File: src/rtl/apb_fsm_controller.sv
// -----------------------------------------------------------------------------
// apb_fsm_controller
//
// APB master-side state machine of the AHB-to-APB bridge. Accepts transfer
// requests from the AHB slave interface, runs the APB setup/access sequence
// towards a zero-wait-state APB slave, stretches the AHB data phase through
// hready_out, and returns read data on hrdata.
//
// Ports:
//   hclk        bridge clock, all state on the rising edge
//   hresetn     asynchronous active-low reset
//   valid       AHB address phase carries a NONSEQ/SEQ transfer
//   hwrite      address-phase direction (1 = write)
//   haddr       address-phase address
//   tempselx    one-hot peripheral select (3'b000 = no slave)
//   hwdata      write data, valid in the write data phase
//   prdata      read data from the APB interface stage
//   pwrite      APB direction
//   penable     APB enable (access phase)
//   pselx       APB one-hot select
//   paddr       APB address
//   pwdata      APB write data
//   hready_out  AHB ready, 0 inserts a wait state
//   hrdata      AHB read data
// -----------------------------------------------------------------------------
module apb_fsm_controller #(
  parameter int ADDR_WIDTH = 32,
  parameter int DATA_WIDTH = 32
) (
  input  logic                  hclk,
  input  logic                  hresetn,
  input  logic                  valid,
  input  logic                  hwrite,
  input  logic [ADDR_WIDTH-1:0] haddr,
  input  logic [2:0]            tempselx,
  input  logic [DATA_WIDTH-1:0] hwdata,
  input  logic [DATA_WIDTH-1:0] prdata,
  output logic                  pwrite,
  output logic                  penable,
  output logic [2:0]            pselx,
  output logic [ADDR_WIDTH-1:0] paddr,
  output logic [DATA_WIDTH-1:0] pwdata,
  output logic                  hready_out,
  output logic [DATA_WIDTH-1:0] hrdata
);

  localparam logic [2:0] ST_IDLE    = 3'd0;
  localparam logic [2:0] ST_READ    = 3'd1;
  localparam logic [2:0] ST_RENABLE = 3'd2;
  localparam logic [2:0] ST_WWAIT   = 3'd3;
  localparam logic [2:0] ST_WRITE   = 3'd4;
  localparam logic [2:0] ST_WENABLE = 3'd5;

  logic [2:0]            state_q, state_d;
  logic [ADDR_WIDTH-1:0] addr_q,  addr_d;
  logic [2:0]            sel_q,   sel_d;
  logic                  dir_q,   dir_d;
  logic [DATA_WIDTH-1:0] wdata_q, wdata_d;

  logic accept;
  logic can_accept;
  logic sel_active;
  logic access_phase;
  logic write_phase;

  // ---------------------------------------------------------------------------
  // Output decode: everything except hrdata comes from registers only, so the
  // AHB side never sees a combinational path from its own inputs.
  // ---------------------------------------------------------------------------
  always_comb begin
    hready_out   = 1'b1;
    sel_active   = 1'b0;
    access_phase = 1'b0;
    write_phase  = 1'b0;
    case (state_q)
      ST_IDLE: begin
        hready_out = 1'b1;
      end
      ST_READ: begin
        hready_out = 1'b0;
        sel_active = 1'b1;
      end
      ST_RENABLE: begin
        hready_out   = 1'b1;
        sel_active   = 1'b1;
        access_phase = 1'b1;
      end
      ST_WWAIT: begin
        hready_out = 1'b0;
      end
      ST_WRITE: begin
        hready_out  = 1'b0;
        sel_active  = 1'b1;
        write_phase = 1'b1;
      end
      ST_WENABLE: begin
        hready_out   = 1'b1;
        sel_active   = 1'b1;
        access_phase = 1'b1;
        write_phase  = 1'b1;
      end
      default: begin
        hready_out = 1'b1;
      end
    endcase
  end

  // Each select line is gated individually by the "in an APB cycle" decode.
  genvar gi;
  generate
    for (gi = 0; gi < 3; gi++) begin : g_psel
      assign pselx[gi] = sel_active & sel_q[gi];
    end
  endgenerate

  assign penable = access_phase;
  // dir_q is only ever 1 for transfers routed through the write states; the
  // AND keeps pwrite tied to the captured direction as a consistency guard.
  assign pwrite  = write_phase & dir_q;
  // paddr/pwdata are straight from the capture registers so they hold their
  // last value while the bus is idle.
  assign paddr   = addr_q;
  assign pwdata  = wdata_q;
  // The only input-to-output combinational path in the block.
  assign hrdata  = (state_q == ST_RENABLE) ? prdata : '0;

  // ---------------------------------------------------------------------------
  // Acceptance: only in states that present hready_out=1 to the AHB master.
  // An unmapped access (tempselx==0) never starts an APB cycle.
  // ---------------------------------------------------------------------------
  assign can_accept = (state_q == ST_IDLE) || (state_q == ST_RENABLE) ||
                      (state_q == ST_WENABLE);
  assign accept     = can_accept & hready_out & valid & (tempselx != 3'b000);

  // ---------------------------------------------------------------------------
  // Next-state and capture logic
  // ---------------------------------------------------------------------------
  always_comb begin
    state_d = state_q;
    addr_d  = addr_q;
    sel_d   = sel_q;
    dir_d   = dir_q;
    wdata_d = wdata_q;

    if (accept) begin
      addr_d = haddr;
      sel_d  = tempselx;
      dir_d  = hwrite;
    end

    case (state_q)
      ST_IDLE, ST_RENABLE, ST_WENABLE: begin
        if (accept) begin
          state_d = hwrite ? ST_WWAIT : ST_READ;
        end else begin
          state_d = ST_IDLE;
        end
      end
      ST_READ: begin
        state_d = ST_RENABLE;
      end
      ST_WWAIT: begin
        // Write data only becomes valid in the AHB data phase, one cycle
        // after the address was accepted.
        wdata_d = hwdata;
        state_d = ST_WRITE;
      end
      ST_WRITE: begin
        state_d = ST_WENABLE;
      end
      default: begin
        state_d = ST_IDLE;
      end
    endcase
  end

  always_ff @(posedge hclk or negedge hresetn) begin
    if (!hresetn) begin
      state_q <= ST_IDLE;
      addr_q  <= '0;
      sel_q   <= '0;
      dir_q   <= 1'b0;
      wdata_q <= '0;
    end else begin
      state_q <= state_d;
      addr_q  <= addr_d;
      sel_q   <= sel_d;
      dir_q   <= dir_d;
      wdata_q <= wdata_d;
    end
  end

endmodule

File: config.mk
export PLATFORM = sky130hd
export DESIGN_NAME = apb_fsm_controller
export DESIGN_NICKNAME = d
export VERILOG_FILES = /design/src/rtl/apb_fsm_controller.sv
export SDC_FILE = /design/constraint.sdc
export NUM_CORES = 1
export LEC_CHECK = 0
export CAP_MARGIN = 10
export CELL_PAD_IN_SITES_DETAIL_PLACEMENT = 1
export CELL_PAD_IN_SITES_GLOBAL_PLACEMENT = 2
export CORE_ASPECT_RATIO = 1.5
export CORE_MARGIN = 2
export CORE_UTILIZATION = 19
export DETAILED_ROUTE_END_ITERATION = 8
export GPL_ROUTABILITY_DRIVEN = 0
export GPL_TIMING_DRIVEN = 1
export HOLD_SLACK_MARGIN = 0.12
export PLACE_DENSITY = 0.89
export SKIP_LAST_GASP = 1
export SLEW_MARGIN = 10
export SYNTH_ARGS = -nofsm -noshare
export SYNTH_HDL_FRONTEND = slang
export SYNTH_SLANG_ARGS = --single-unit
File: constraint.sdc
create_clock -name hclk -period 1.5 [get_ports hclk]
set_input_delay 0.225 -clock hclk [delete_from_list [all_inputs] [get_ports hclk]]
set_output_delay 0.225 -clock hclk [all_outputs]
set_load 0.005 [all_outputs]
Word level (Yosys, flattened, before mapping)
Index checks and enable logic that the tools add are counted.
W data, S select, Z words.
- flip-flop bits (word level): 71
- input bits: 103
- output and inout bits: 102
- logic and storage cells: 34
- eq/ne operators: 5
- multiplexer cells: 8
- bitwise logic cells: 7
- reduce and logical (&&, ||, !) cells: 9
- operators by type and width (kind ; count):
    $mux W32 ; 1
    $pmux W3 S4 ; 1
    $and A1 B1 Y1 ; 7
    $eq A3 B2 Y1 const B ; 2
    $eq A3 B3 Y1 const B ; 2
    $reduce_or A3 Y1 ; 2
    $mux W1 ; 4
    $mux W2 ; 2
    $reduce_or A2 Y1 ; 2
    $reduce_or A4 Y1 ; 1
    $eq A3 B1 Y1 const B ; 1
    $logic_not A3 Y1 ; 1
    $reduce_bool A3 Y1 ; 1
    $logic_or A1 B1 Y1 ; 2

Longest topological paths before layout
- depth after elaboration: 8
- mapped depth: 4

Least setup slack after synthesis
OpenSTA, ideal clock, no wires.
- path kind: register to register
- start point: register state_q[0]
- end point: register addr_q[10] (netlist: paddr[10])
- library setup time: 0.125 ns
- data arrival time: 1.400 ns
- data required time: 1.375 ns
- slack: -0.024 ns
- stages on the path, launching flop included: 5
- buffers on the path: 1
- clock period less this slack: 1.524 ns
- path through: dfrtp_1 > or2_4 > a21oi_4 > buf_6 > mux2_2
- cells in the longest elaborated chain, start to end: 6
- elaborated cells between the ends (all ways): 13
- classes of those cells: eq/ne (5); mux (1); bitwise (3); reduce/logical (4)
- RTL lines (item ; RTL line ; RTL):
    start, declared ; 54 ; logic [2:0] state_q, state_d;
    start signal, assigned ; 185 ; state_q <= state_d;
    $eq A3 B3 Y1 (tied with other cells) ; 75 ; case (state_q)
    $reduce_or A3 Y1 (no source line) / $logic_or A1 B1 Y1 (equally long branches) ; -- ;
    $mux W1 / $logic_or A1 B1 Y1 (equally long branches) ; 75, 131 ;
    $and A1 B1 Y1 * (3 in a row) ; 133 ; assign accept = can_accept & hready_out & valid & (tempselx != 3'b000);
    end signal, assigned ; 186 ; addr_q <= addr_d;
    end, declared ; 55 ; logic [ADDR_WIDTH-1:0] addr_q, addr_d;
Mark *: on every way between the ends. The rest lies on a longest branch, timed or not.
A chain may end at the register's enable or synchronous reset.

Worst setup path after layout
- start point: register state_q[2]
- end point: output port hrdata[13]
- cells in the longest elaborated chain, start to end: 2
- RTL lines (item ; RTL line ; RTL):
    $eq A3 B2 Y1 ; 125 ; assign hrdata = (state_q == ST_RENABLE) ? prdata : '0;
    $mux W32 ; 125 ;
    end, declared ; 44 ; output logic [DATA_WIDTH-1:0] hrdata
No other way between the ends.

==> flow_summary.ini <==
[die]
die_area_um2 = 16900
die-width_um = 107
die_h_um = 158
ios = 205
rows = 56
start_util_pct = 19.3
core_area_um2 = 15600

[final_layout]
drive_gt1_share_pct = 41.3
layout_commonest_cell = clkdlybuf4s50_1
post-route-util_pct = 39.6
fin_nets = 556
final_cell_area_um2 = 6160
mostFrequentLayoutCells = clkdlybuf4s50_1 (164), dfrtp_1 (70), mux2_2 (63)
num_antenna_cells = 0
layout.cells.non_filler = 661
syn2layout_area_growth_pct = 105

[critical_path]
crit_buf_inv = 5
crit_fanout = 3
r2r_cells = 5
required_ps = 1270
cp_common_cell = buf_6
cp-end-kind = output pin
critPathMaxStageDelay_ps = 420
crit_chain = nor2_4 > buf_12 > buf_6 > buf_4 > buf_6 > and3_4 > buf_6
cp_top_family = buffers and inverters
r2r-end = paddr[0]
critPathArrivalTime_ps = 1590
path_class = flip-flop to output pin
cp_slowest_cell = dfrtp_1
cp-start-kind = flip-flop
r2r-start = state_q[0]
r2r_setup_slack_ps = -230

[global_route]
grt_use_total_pct = 12.9
grt_max_degree = 72
grt_pass1_vias = 3091
met2_usage_pct = 25.2
antenna_found_initial = 0
grtUsageMet1_pct = 12.1
overflow = 0
grt.busiest_layer = met2
grt_pass1_wl_um = 16600
met3_usage_pct = 3.13

[synth]
avgSynthCellArea_um2 = 14.2
synth_adder_area_share_pct = 0
ys_types = 25
synth-seq-cells = 71
syn-num-nets = 314
synth-simple-area-share_pct = 9.70
synthMuxAreaShare_pct = 24.3
synth_compound_area_share_pct = 3.62
synthCells = 211
synth_top_family_by_area = multiplexers
syn_area_um2 = 3010
seq_area_frac_synth_pct = 59.1
ys_warn_count = 0
synth_xor_area_share_pct = 0.291

[timing]
setup_ws_ps = -311
setup_violations = 97
max_freq_ghz = 0.552
finClkSkew_ps = 5.89
rsz0062_at_grt = yes
drv_slew = 0
worstMarginPinSlew_ps = 399
post-route-min-period_ps = 1810
timing.hold.ws_ps = 452
max_slew_margin_pct = 73.4
finalHoldViolCount = 0
fin_crit_sh_pct = 121

[clock_network]
cts_root_buffer = clkbuf_16
cts.htree.levels = 3
cts_tree = done
clk_pin_slew_worst_paths_ps = 60
cts.path.max_buffers = 2
cts_buffers = 9
clock_latency_ps = 330
cts_sinks = 71

[flow_run]
cap_violations = 0

[power_and_ir_drop]
peakVddDrop_mv = 0.676
power_density_nw_per_um2 = 2040
cellLeakagePower_nw = 2.67
power_mw = 12.6

[route]
routed_via_density = 4.14
avgRoutedWirePerCell_um = 16.7
drt_first_pass_iters = 4
drc = 0
ant_nets = 0
wl_um = 11000
first_iter_violations = 122
via_count = 2735

[placement]
place_area_um2 = 5410
port_buffers = 204
dpl.cell_count = 621
dp_hpwl_um = 7680

[run_status]
outcome = finished, violations left
violations = negative setup slack

[worst_hold_path]
hold_path.class = input port to asynchronous set/reset pin
==> metrics by stage <==
| stage | setup TNS, ps | setup WS (ps) |
|---|---|---|
| finish | -16390 | -311 |
| floorplan | -715 | -24.4 |
| detailed placement | -14020 | -267 |
| CTS | -16350 | -304 |
| global route | -23660 | -377 |
| global placement | -10870 | -195 |
==> metal layers <==
metal  wire length, µm  vias to the layer above  part of all wire, %
li1                  -                     1232                    -
met1              3510                     1346                   32
met2              6390                      134                   58
met3               716                       23                  6.5
met4               408                        0                  3.7
met5                 0                        -                    0
==> logic make-up (layout without fill, tap and decap cells) <==
| kind of cell | Yosys count | in the layout |
|---|---|---|
| muxes | 65 | 65 |
| buffers and inverters | 15 | 262 |
| and+or+nand+nor | 48 | 48 |
| AOI/OAI and AO/OA | 11 | 11 |
| xor gates and xnor gates | 1 | 1 |
| DFF | 71 | 71 |
==> flip-flops by register name, indices dropped and copies added, names as in the netlist <==
register,flops
sel_q,3
state_q,3
dir_q,1
paddr,32
pwdata,32
==> Yosys cell counts <==
| cell type | number | area (µm²) |
|---|---|---|
| o31ai_4 | 1 | 21.3 |
| xnor2_1 | 1 | 8.76 |
| and3_1 | 32 | 200 |
| buf_4 | 3 | 22.5 |
| nor2_1 | 4 | 15.0 |
| inv_1 | 2 | 7.51 |
| mux2i_1 | 1 | 10.0 |
| and2b_1 | 1 | 7.51 |
| nand2_2 | 1 | 6.26 |
| a32o_1 | 3 | 30.0 |
| dfrtp_1 | 71 | 1780 |
| mux2_1 | 1 | 11.3 |
| o21ai_0 | 2 | 10.0 |
| clkbuf_1 | 7 | 26.3 |
| and2_1 | 3 | 18.8 |
| nand3b_2 | 1 | 11.3 |
| a21o_1 | 2 | 15.0 |
| o21a_1 | 1 | 7.51 |
| o32ai_1 | 1 | 8.76 |
| nand2b_1 | 2 | 12.5 |
| mux2_2 | 63 | 709 |
| buf_6 | 3 | 33.8 |
| nand2_1 | 3 | 11.3 |
| a21oi_4 | 1 | 16.3 |
| or2_4 | 1 | 8.76 |
==> worst min-delay path: stages <==
cell and delay, ps:
dlygate4sd3_1 540, buf_4 120, buf_12 310
==> power breakdown <==
group	total [mW]	internal (mW)	switching [mW]
Sequential	3.43	2.91	0.523
Combinational	6.83	4.57	2.26
Clock	2.30	1.47	0.833
==> area by class of cell <==
type	instances	area, µm²
Clock buffer	10	229
Fill cell	1639	9400
Sequential cell	71	1780
Inverter	2	7.51
Multi-Input combinational cell	125	1290
Tap cell	203	254
Clock inverter	6	93.8
Timing Repair Buffer	244	2510
==> how the worst max path moves through the flow <==
stage / from / endpoint / slack [ps] / depth (start not counted)
5_1_grt: state_q[0] / hrdata[19] / -380 / 7
2_1_floorplan: state_q[0] / paddr[10] / -20 / 4
6_report: state_q[2] / hrdata[13] / -310 / 7
3_5_place_dp: tempselx[1] / paddr[0] / -270 / 5
3_3_place_gp: tempselx[1] / paddr[0] / -190 / 5
4_1_cts: state_q[2] / pselx[2] / -300 / 6
==> what timing repair did <==
item,4_1_cts,5_1_grt
hold buffers,1,0
pin swaps,16,11
setup endpoints to repair,96,103
gates cloned,5,1
hold endpoints to repair,71,0
gates resized for setup,202,30
setup buffers,15,4
No activity file was read; power rests on OpenSTA's default activity.
